## src/rtl/i2c_arb_pkg.sv

```systemverilog
// Shared types and constants for the I2C transaction arbiter slice.
package i2c_arb_pkg;

   typedef enum logic [2:0] {
      IDLE,
      ISSUE,
      BUSY,
      CHECK,
      BACKOFF,
      RELEASE
   } arb_state_t;

   localparam logic       ACK_OK             = 1'b0;
   localparam logic [7:0] ADV7513_SLAVE_ADDR = 8'h72;

   localparam int REQ_INIT = 0;
   localparam int REQ_HPD  = 1;

   // One transaction is {slave_addr, reg_addr, payload}, 8 bits each
   localparam int TXN_W       = 24;
   localparam int SLAVE_LSB   = 16;
   localparam int REG_LSB     = 8;
   localparam int PAYLOAD_LSB = 0;

   typedef struct packed {
      logic [7:0] slave_addr;
      logic [7:0] reg_addr;
      logic [7:0] payload;
   } i2c_txn_t;

endpackage

```

## src/rtl/i2c_transaction_arbiter_rr_grant.sv

```systemverilog
// Two-way round-robin selector; the last winner loses the next tie.
module i2c_rr_grant
   import i2c_arb_pkg::*;
(
   input  logic       clock_25,
   input  logic       reset,
   input  logic [1:0] req_valid,
   input  logic       enable,
   output logic [1:0] grant
);

   logic last_grant;

   always_comb begin
      grant = 2'b00;
      if (enable) begin
         if (&req_valid) grant = last_grant ? 2'b01 : 2'b10;
         else            grant = req_valid;
      end
   end

   // Resetting to the HPD side lets the init sequencer win the first tie
   always_ff @(posedge clock_25) begin
      if (reset)       last_grant <= 1'(REQ_HPD);
      else if (|grant) last_grant <= grant[1];
   end

endmodule

```

## src/rtl/i2c_transaction_arbiter.sv

```systemverilog
// Arbitrates the shared I2C controller between init and HPD requesters,
// with NACK retry/backoff and a tick-based transaction timeout.
module i2c_transaction_arbiter
   import i2c_arb_pkg::*;
#(
   parameter int MAX_RETRIES   = 3,
   parameter int TIMEOUT_TICKS = 4096,
   parameter int BACKOFF_TICKS = 2
) (
   input  logic        clock_25,
   input  logic        reset,
   input  logic        tick_100khz,
   input  logic [1:0]  req_valid,
   input  logic [47:0] req_data,
   output logic [1:0]  req_done,
   output logic [1:0]  req_error,
   output logic [1:0]  grant,
   output logic        busy,
   output logic        i2c_start,
   output logic [7:0]  i2c_slave_address,
   output logic [15:0] i2c_register_data,
   input  logic        i2c_stop,
   input  logic        i2c_ack
);

   localparam int RW = $clog2(MAX_RETRIES + 1);
   localparam int TW = $clog2(TIMEOUT_TICKS + 1);
   localparam int BW = $clog2(BACKOFF_TICKS + 1);

   arb_state_t    state, state_nxt;
   i2c_txn_t      txn;
   logic [1:0]    sel;
   logic [RW-1:0] retry_cnt;
   logic [TW-1:0] tmo_cnt;
   logic [BW-1:0] bo_cnt;
   logic          stop_prev, ack_q;
   logic          stop_fall, tmo_hit, bo_done;
   logic          done_set, err_set;

   i2c_rr_grant u_rr (
      .clock_25  (clock_25),
      .reset     (reset),
      .req_valid (req_valid),
      .enable    (state == IDLE),
      .grant     (sel)
   );

   assign stop_fall         = stop_prev & ~i2c_stop;
   assign tmo_hit           = tick_100khz && (tmo_cnt == TW'(TIMEOUT_TICKS - 1));
   assign bo_done           = tick_100khz && (bo_cnt == BW'(BACKOFF_TICKS - 1));
   assign i2c_slave_address = txn.slave_addr;
   assign i2c_register_data = {txn.reg_addr, txn.payload};

   // Progress on the controller handshake takes priority over a coincident timeout
   always_comb begin
      state_nxt = state;
      done_set  = 1'b0;
      err_set   = 1'b0;
      i2c_start = 1'b0;
      busy      = (state != IDLE);
      case (state)
         IDLE:    if (|sel) state_nxt = ISSUE;
         ISSUE: begin
            i2c_start = 1'b1;
            if (i2c_stop) state_nxt = BUSY;
            else if (tmo_hit) begin
               i2c_start = 1'b0;
               err_set   = 1'b1;
               state_nxt = RELEASE;
            end
         end
         BUSY: begin
            if (stop_fall) state_nxt = CHECK;
            else if (tmo_hit) begin
               err_set   = 1'b1;
               state_nxt = RELEASE;
            end
         end
         CHECK: begin
            if (ack_q == ACK_OK) begin
               done_set  = 1'b1;
               state_nxt = RELEASE;
            end else if (retry_cnt < RW'(MAX_RETRIES)) begin
               state_nxt = BACKOFF;
            end else begin
               err_set   = 1'b1;
               state_nxt = RELEASE;
            end
         end
         BACKOFF: if (bo_done) state_nxt = ISSUE;
         RELEASE: state_nxt = IDLE;
         default: state_nxt = IDLE;
      endcase
   end

   always_ff @(posedge clock_25) begin
      if (reset) begin
         state     <= IDLE;
         grant     <= 2'b00;
         req_done  <= 2'b00;
         req_error <= 2'b00;
         txn       <= '0;
         retry_cnt <= '0;
         tmo_cnt   <= '0;
         bo_cnt    <= '0;
         stop_prev <= 1'b0;
         ack_q     <= 1'b0;
      end else begin
         state     <= state_nxt;
         stop_prev <= i2c_stop;
         req_done  <= done_set ? grant : 2'b00;
         req_error <= err_set  ? grant : 2'b00;

         if (state == IDLE && |sel) begin
            grant     <= sel;
            txn       <= sel[REQ_HPD] ? req_data[TXN_W*REQ_HPD +: TXN_W]
                                      : req_data[TXN_W*REQ_INIT +: TXN_W];
            retry_cnt <= '0;
         end else if (state == RELEASE) begin
            grant <= 2'b00;
         end

         if (state == BUSY && stop_fall) ack_q <= i2c_ack;

         if (state_nxt == ISSUE && state != ISSUE)
            tmo_cnt <= '0;
         else if ((state == ISSUE || state == BUSY) && tick_100khz &&
                  tmo_cnt != TW'(TIMEOUT_TICKS))
            tmo_cnt <= tmo_cnt + 1'b1;

         if (state == CHECK && state_nxt == BACKOFF) begin
            retry_cnt <= retry_cnt + 1'b1;
            bo_cnt    <= '0;
         end else if (state == BACKOFF && tick_100khz && bo_cnt != BW'(BACKOFF_TICKS)) begin
            bo_cnt <= bo_cnt + 1'b1;
         end
      end
   end

endmodule

```

## config.mk

```make
export PLATFORM = sky130hd
export DESIGN_NAME = i2c_transaction_arbiter
export DESIGN_NICKNAME = d
export VERILOG_FILES = /design/src/rtl/i2c_arb_pkg.sv /design/src/rtl/i2c_transaction_arbiter_rr_grant.sv /design/src/rtl/i2c_transaction_arbiter.sv
export SDC_FILE = /design/constraint.sdc
export NUM_CORES = 1
export LEC_CHECK = 0
export CAP_MARGIN = 10
export CORE_MARGIN = 2
export CORE_UTILIZATION = 47
export CTS_BUF_LIST = sky130_fd_sc_hd__clkbuf_8
export DETAILED_ROUTE_END_ITERATION = 8
export PLACE_DENSITY = 0.83
export SLEW_MARGIN = 15
export SYNTH_ARGS = -nofsm -noshare
export SYNTH_HDL_FRONTEND = slang
export SYNTH_SLANG_ARGS = --single-unit
```

## constraint.sdc

```tcl
create_clock -name clock_25 -period 2.2 [get_ports clock_25]
set_input_delay 0.22 -clock clock_25 [delete_from_list [all_inputs] [get_ports clock_25]]
set_output_delay 0.22 -clock clock_25 [all_outputs]
set_load 0.01 [all_outputs]
```

Word-level counts from Yosys, hierarchy flattened
Index checks and enable logic that the tools add are counted.

word-level totals
  flip-flop bits (word level) = 53
  input port bits = 55
  output and inout port bits = 32
  logic and storage cells = 81

operators by class
  add/sub/neg operators = 3
  order comparisons = 1
  equal/unequal tests = 12
  muxes and demuxes = 27
  bitwise operators = 4
  reductions and logical operators = 21

operators with widths
  operator                                                                 count
  24-bit two-way mux                                                       1
  3-bit two-way mux                                                        5
  3-bit one-hot mux with 5 select lines                                    1
  2-bit two-way mux                                                        7
  13-bit by 1-bit adder with 13-bit output, second input constant          1
  13-bit by 12-bit == test with 1-bit output, second input constant        1
  13-bit inequality test, second input constant                            1
  1-bit two-way mux                                                        12
  1-bit logical AND                                                        10
  2-bit OR reduction                                                       5
  3-bit == test, second input constant                                     3
  3-bit by 1-bit == test with 1-bit output, second input constant          2
  3-bit by 2-bit == test with 1-bit output, second input constant          2
  2-bit by 1-bit adder with 2-bit output, second input constant            2
  2-bit nonzero test                                                       2
  3-bit logical NOT                                                        1
  3-bit by 1-bit inequality test with 1-bit output, second input constant  1
  1-bit inverter                                                           3
  1-bit one-hot mux with 3 select lines                                    1
  3-bit nonzero test                                                       1
  2-bit by 1-bit == test with 1-bit output, second input constant          1
  2-bit < comparator, second input constant                                1
  2-bit inequality test, second input constant                             1
  2-bit AND reduction                                                      1
  2 further kinds                                                          2

Longest topological paths before layout
  depth in word-level cells = 9
  gate-level depth with buffers = 7
  depth with buffers taken out = 6

By module
From an unflattened synthesis, not the netlist that was laid out.

second synthesis, totals
  cells, all modules = 292
  area, all modules = 2578.7 µm²

modules (own cells, without submodules)
  module                   times used  cells an instance  area an instance (µm²)  seq. area each (µm²)
  i2c_transaction_arbiter  1           284                2519.9                  1041.0
  i2c_rr_grant             1           8                  58.8                    20.0

Worst setup path before layout
OpenSTA, ideal clock, no wires.

  path type = register to register
  start = reg tmo_cnt[0]
  end = reg tmo_cnt[12]
  library setup time = 71 ps
  arrival = 1684 ps
  required time = 2129 ps
  slack = 445 ps
  cell stages (with the launch flop) = 6
  buffers on the path = 0
  period minus slack after synthesis = 1755 ps
  path through = dfxtp_1 -> ha_1 -> nand3_1 -> nor4_1 -> or3b_2 -> a21oi_1

on the way
  longest elaborated chain between the ends = 8
  elaborated cells on any way between the ends = 12
  those cells by class = add/sub (1); eq/ne (3); mux (4); reduce/logical (4)

ends and longest elaborated chain
  element                                      RTL line                                                      text
  start, declared                              i2c_transaction_arbiter.sv:34                                 logic [TW-1:0] tmo_cnt;
  start signal, assigned                       i2c_transaction_arbiter.sv:129                                tmo_cnt <= tmo_cnt + 1'b1;
  13-bit by 12-bit == test with 1-bit output   i2c_transaction_arbiter.sv:49                                 assign tmo_hit = tick_100khz && (tmo_cnt == TW'(TIMEOUT_TICKS - 1));
  1-bit logical AND                            i2c_transaction_arbiter.sv:49
  3-bit two-way mux                            i2c_transaction_arbiter.sv:66, i2c_transaction_arbiter.sv:74
  3-bit two-way mux, on equally long branches  i2c_transaction_arbiter.sv:73, i2c_transaction_arbiter.sv:65
  3-bit one-hot mux with 5 select lines        i2c_transaction_arbiter.sv:61                                 case (state)
  3-bit by 1-bit == test with 1-bit output     i2c_transaction_arbiter.sv:125                                if (state_nxt == ISSUE && state != ISSUE)
  1-bit logical AND                            i2c_transaction_arbiter.sv:125
  2-bit OR reduction (no source line)          --

Parallel ways exist; a longest one is shown, timed or not.
A chain may end at the register's enable or synchronous reset.

Final worst setup path
  start = reg tmo_cnt[1]
  end = out i2c_start

on the way
  longest elaborated chain between the ends = 5

ends and longest elaborated chain
  element                                     RTL line                       text
  13-bit by 12-bit == test with 1-bit output  i2c_transaction_arbiter.sv:49
  1-bit logical AND                           i2c_transaction_arbiter.sv:49
  1-bit two-way mux                           i2c_transaction_arbiter.sv:66  else if (tmo_hit) begin
  1-bit two-way mux                           i2c_transaction_arbiter.sv:65  if (i2c_stop) state_nxt = BUSY;
  1-bit two-way mux                           i2c_transaction_arbiter.sv:61
  end, declared                               i2c_transaction_arbiter.sv:19  output logic i2c_start,

No other way between the ends.

==> key figures <==
Routing
  – Drt drc: 0
  – Vias: 2596
  – Antenna Violating Nets Remaining: 0
  – WL final: 6890 µm
  – DRT Pass-1 Iters: 4
  – 1st-iter DRT viols: 114
  – Drt wl/cell: 14.6 µm
  – DR vias/cell: 5.49

Setup path
  – Critical path data required time: 1.98 ns
  – Critical path capture point type: primary output
  – Critical path buffers and inverters: 1
  – Reg2Reg Depth: 4
  – CP Max Fanout: 5
  – Crit path depth: 6
  – CP top delay family: simple AND/OR/NAND/NOR gates
  – Critical path class: flop to primary output
  – CP Cell Sequence: ha_1 > nand3_1 > nor4_2 > nor2b_1 > nor4b_1 > dlygate4sd2_1
  – Data arrival time of the critical path: 1.87 ns
  – Crit path to: i2c_start
  – Crit-path max cell delay: 0.41 ns
  – Slowest CP cell: dfxtp_1
  – Flop-to-flop setup slack: 0.22 ns
  – Worst r2r dst: tmo_cnt[11]
  – Critical Path Start: tmo_cnt[1]
  – Startpoint types: flop
  – Critical R2R Launch: state[0]

Global route
  – Largest net degree at the start of global routing: 29
  – GR Layer Usage met3: 6.82%
  – Initial antenna violation count: 0
  – Total track usage: 23.5%
  – Grt total ovfl: 0
  – Met2 GRT Util: 42.5%
  – GRT Max-Usage Layer: met2
  – Met1 Usage GRT: 26.4%
  – Vias in the first global route: 2533
  – First-pass GRT wire length: 11300 µm

Clocking
  – CTS H-tree lvls: 2
  – Total setup buffers inserted after CTS: 0
  – Clk Latency, worst-skew pair: 0.31 ns
  – Num CTS Buffers: 5
  – Clock sinks: 53
  – CTS root buf: clkbuf_8
  – Clk pin slew, worst setup/hold paths: 0.11 ns
  – TritonCTS clock tree: done
  – Post-CTS Hold Fix Bufs: 0
  – Clock Tree Buf Depth: 2

Finish
  – Share of layout cells above drive strength 1: 8.44%
  – Leading cell types in the layout, fill and taps excluded: clkdlybuf4s50_1, dfxtp_1, nor2_1, a21oi_1, nand2_1
  – Layout Nets: 462
  – Layout overhead on the synthesized area: 45.3%
  – Ant diodes: 0
  – Leading cell type in the layout, fill and taps excluded: clkdlybuf4s50_1
  – Number of fill cells in the layout: 434

STA
  – Period utilization: 95.1%
  – Setup TNS: 0 ns
  – Max-slew headroom: 66.5%
  – Clk_skew: 0.00696 ns
  – RSZ-0062 raised after global routing: no
  – FMAX: 478 MHz
  – Final setup fails: 0
  – Max Slew Vio Count: 0
  – Final worst slack: 0.108 ns
  – Hold Vio Cnt, Final: 0
  – Worst-margin pin slew: 0.499 ns
  – Final min period: 2.09 ns

Logic synthesis
  – Cells after Synth: 310
  – Synthesized area per cell: 8.08 µm²
  – Synth Flop Type: dfxtp_1
  – Seq/Total Area, Yosys: 42.4%
  – Synth Register Bits: 53
  – Post-synth cell types: 43
  – Cell Area, Synth: 0.00250 mm²
  – Mapped Nets: 370
  – Synth warnings: 0
  – Fraction of registers with async set/reset: 0%
  – Post-synth EDFFs: 0

Power and ir drop
  – Worst VDD drop: 0.439 mV
  – Switch Pwr: 0.000847 W
  – Leakage: 1.32 nW
  – Clock share of power: 23.4%
  – Flop pwr share: 43.9%
  – P_int: 0.00173 W
  – PD cells: 709 mW/mm²
  – Logic pwr share: 32.7%
  – Sw frac: 32.9%

Die
  – Initial core utilization: 48.7%
  – Die H: 77.0 µm
  – Die W: 77.0 µm
  – Core Footprint: 0.00514 mm²
  – Site Rows: 26
  – IO Count: 87
  – DIE AREA: 0.00593 mm²

Placement
  – Port Buf Inserts: 86
  – Post-DP HPWL: 5000 µm
  – Final Wtd Congestion: 0.874
  – Dpl ws: 0.135 ns

Flow run
  – MaxCap Viol Count: 0

Status
  – Outcome: finished, final reports clean

Worst hold path
  – Hold Crit Class: primary input to flop
  – Hold path start: req_data[18]
  – Hold Path Depth: 3
==> per-layer routing <==
metal	vias to the layer above	wire length, µm
met5	-	0
met4	0	139
met3	12	376
met2	76	3550
met1	1216	2820
li1	1292	-
==> worst min-delay path by stage <==
| stage | endpoint | slack (ns) |
|---|---|---|
| after floorplan | stop_prev | 0.35 |
| after global placement | req_error[1] | 0.47 |
| after detailed placement | req_error[1] | 0.46 |
| after CTS | i2c_slave_address[2] | 0.43 |
| after global routing | i2c_slave_address[2] | 0.43 |
| final | i2c_slave_address[2] | 0.45 |
==> tightest hold or removal path, delay by kind of cell <==
family / cells / cell delay, ns
compound gates: 1 / 0.05
simple gates: 1 / 0.05
buf+inv: 1 / 0.40
==> timing repair <==
| action | CTS | global route |
|---|---|---|
| pin swaps | 1 | 0 |
| gates resized for setup | 2 | 2 |
| endpoints found under the setup margin | 1 | 2 |
==> state kept, by name (all words and copies together), names as in the netlist <==
name / count
req_error: 2
state: 3
grant: 2
bo_cnt: 2
tmo_cnt: 13
u_rr.last_grant: 1
ack_q: 1
stop_prev: 1
req_done: 2
retry_cnt: 2
i2c_register_data: 16
i2c_slave_address: 8
==> power groups by stage <==
stage	sequential (W)	clock, W	combinational (W)
after global routing	0.00115	0.000659	0.000924
after CTS	0.00113	0.000622	0.000846
after detailed placement	0.00115	0	0.000846
after global placement	0.00115	0	0.000824
after floorplan	0.00118	0	0.000381
final	0.00113	0.000603	0.000844
==> metrics by stage <==
step	util (%)	cells	hold slack, ns	cell area [µm²]	power (W)
2_1_floorplan	-	310	0.348	2500	0.00156
3_3_place_gp	68.6	465	0.465	3520	0.00197
3_5_place_dp	68.6	465	0.464	3520	0.00200
4_1_cts	70.6	473	0.433	3630	0.00260
5_1_grt	70.8	473	0.435	3640	0.00273
6_report	70.8	473	0.445	3640	0.00258
==> Yosys cell counts, types with 2 or more instances <==
| master | n | area, µm² |
|---|---|---|
| dfxtp_1 | 53 | 1060 |
| nor2_1 | 41 | 154 |
| a21oi_1 | 35 | 175 |
| nand2_1 | 35 | 131 |
| a211oi_1 | 24 | 180 |
| clkbuf_1 | 14 | 52.6 |
| nand3_1 | 11 | 55.1 |
| xnor2_1 | 9 | 78.8 |
| nand2b_1 | 8 | 50.1 |
| nor4_1 | 8 | 50.1 |
| nor2b_1 | 7 | 43.8 |
| inv_1 | 6 | 22.5 |
| o21ai_0 | 6 | 30.0 |
| ha_1 | 5 | 62.6 |
| nand3b_1 | 5 | 37.5 |
| nor3_1 | 5 | 25.0 |
| nor4b_1 | 5 | 43.8 |
| nand4_1 | 4 | 25.0 |
| buf_2 | 3 | 15.0 |
| a21o_1 | 2 | 15.0 |
| o31ai_1 | 2 | 15.0 |
==> layout make-up <==
type / count / area [µm²] / area share, %
Tap cell: 70 / 87.6 / 2.41
Clock buffer: 5 / 68.8 / 1.89
Multi-Input combinational cell: 234 / 1380 / 37.9
Timing Repair Buffer: 102 / 992 / 27.3
Clock inverter: 3 / 28.8 / 0.791
Sequential cell: 53 / 1060 / 29.2
Inverter: 6 / 22.5 / 0.619
==> cells by family (layout without fill, tap and decap cells) <==
logic type	Yosys count	in the layout	synth area share, %
AND/OR/NAND/NOR	139	139	27.9
AO/OA/AOI/OAI	80	80	20.1
flip-flops	53	53	42.4
buffers and inverters	23	116	3.60
XOR/XNOR	9	9	3.15
adder cells (fa/ha/maj)	5	5	2.50
multiplexers	1	1	0.400
Note: power is estimated with default switching activity, not from simulation.
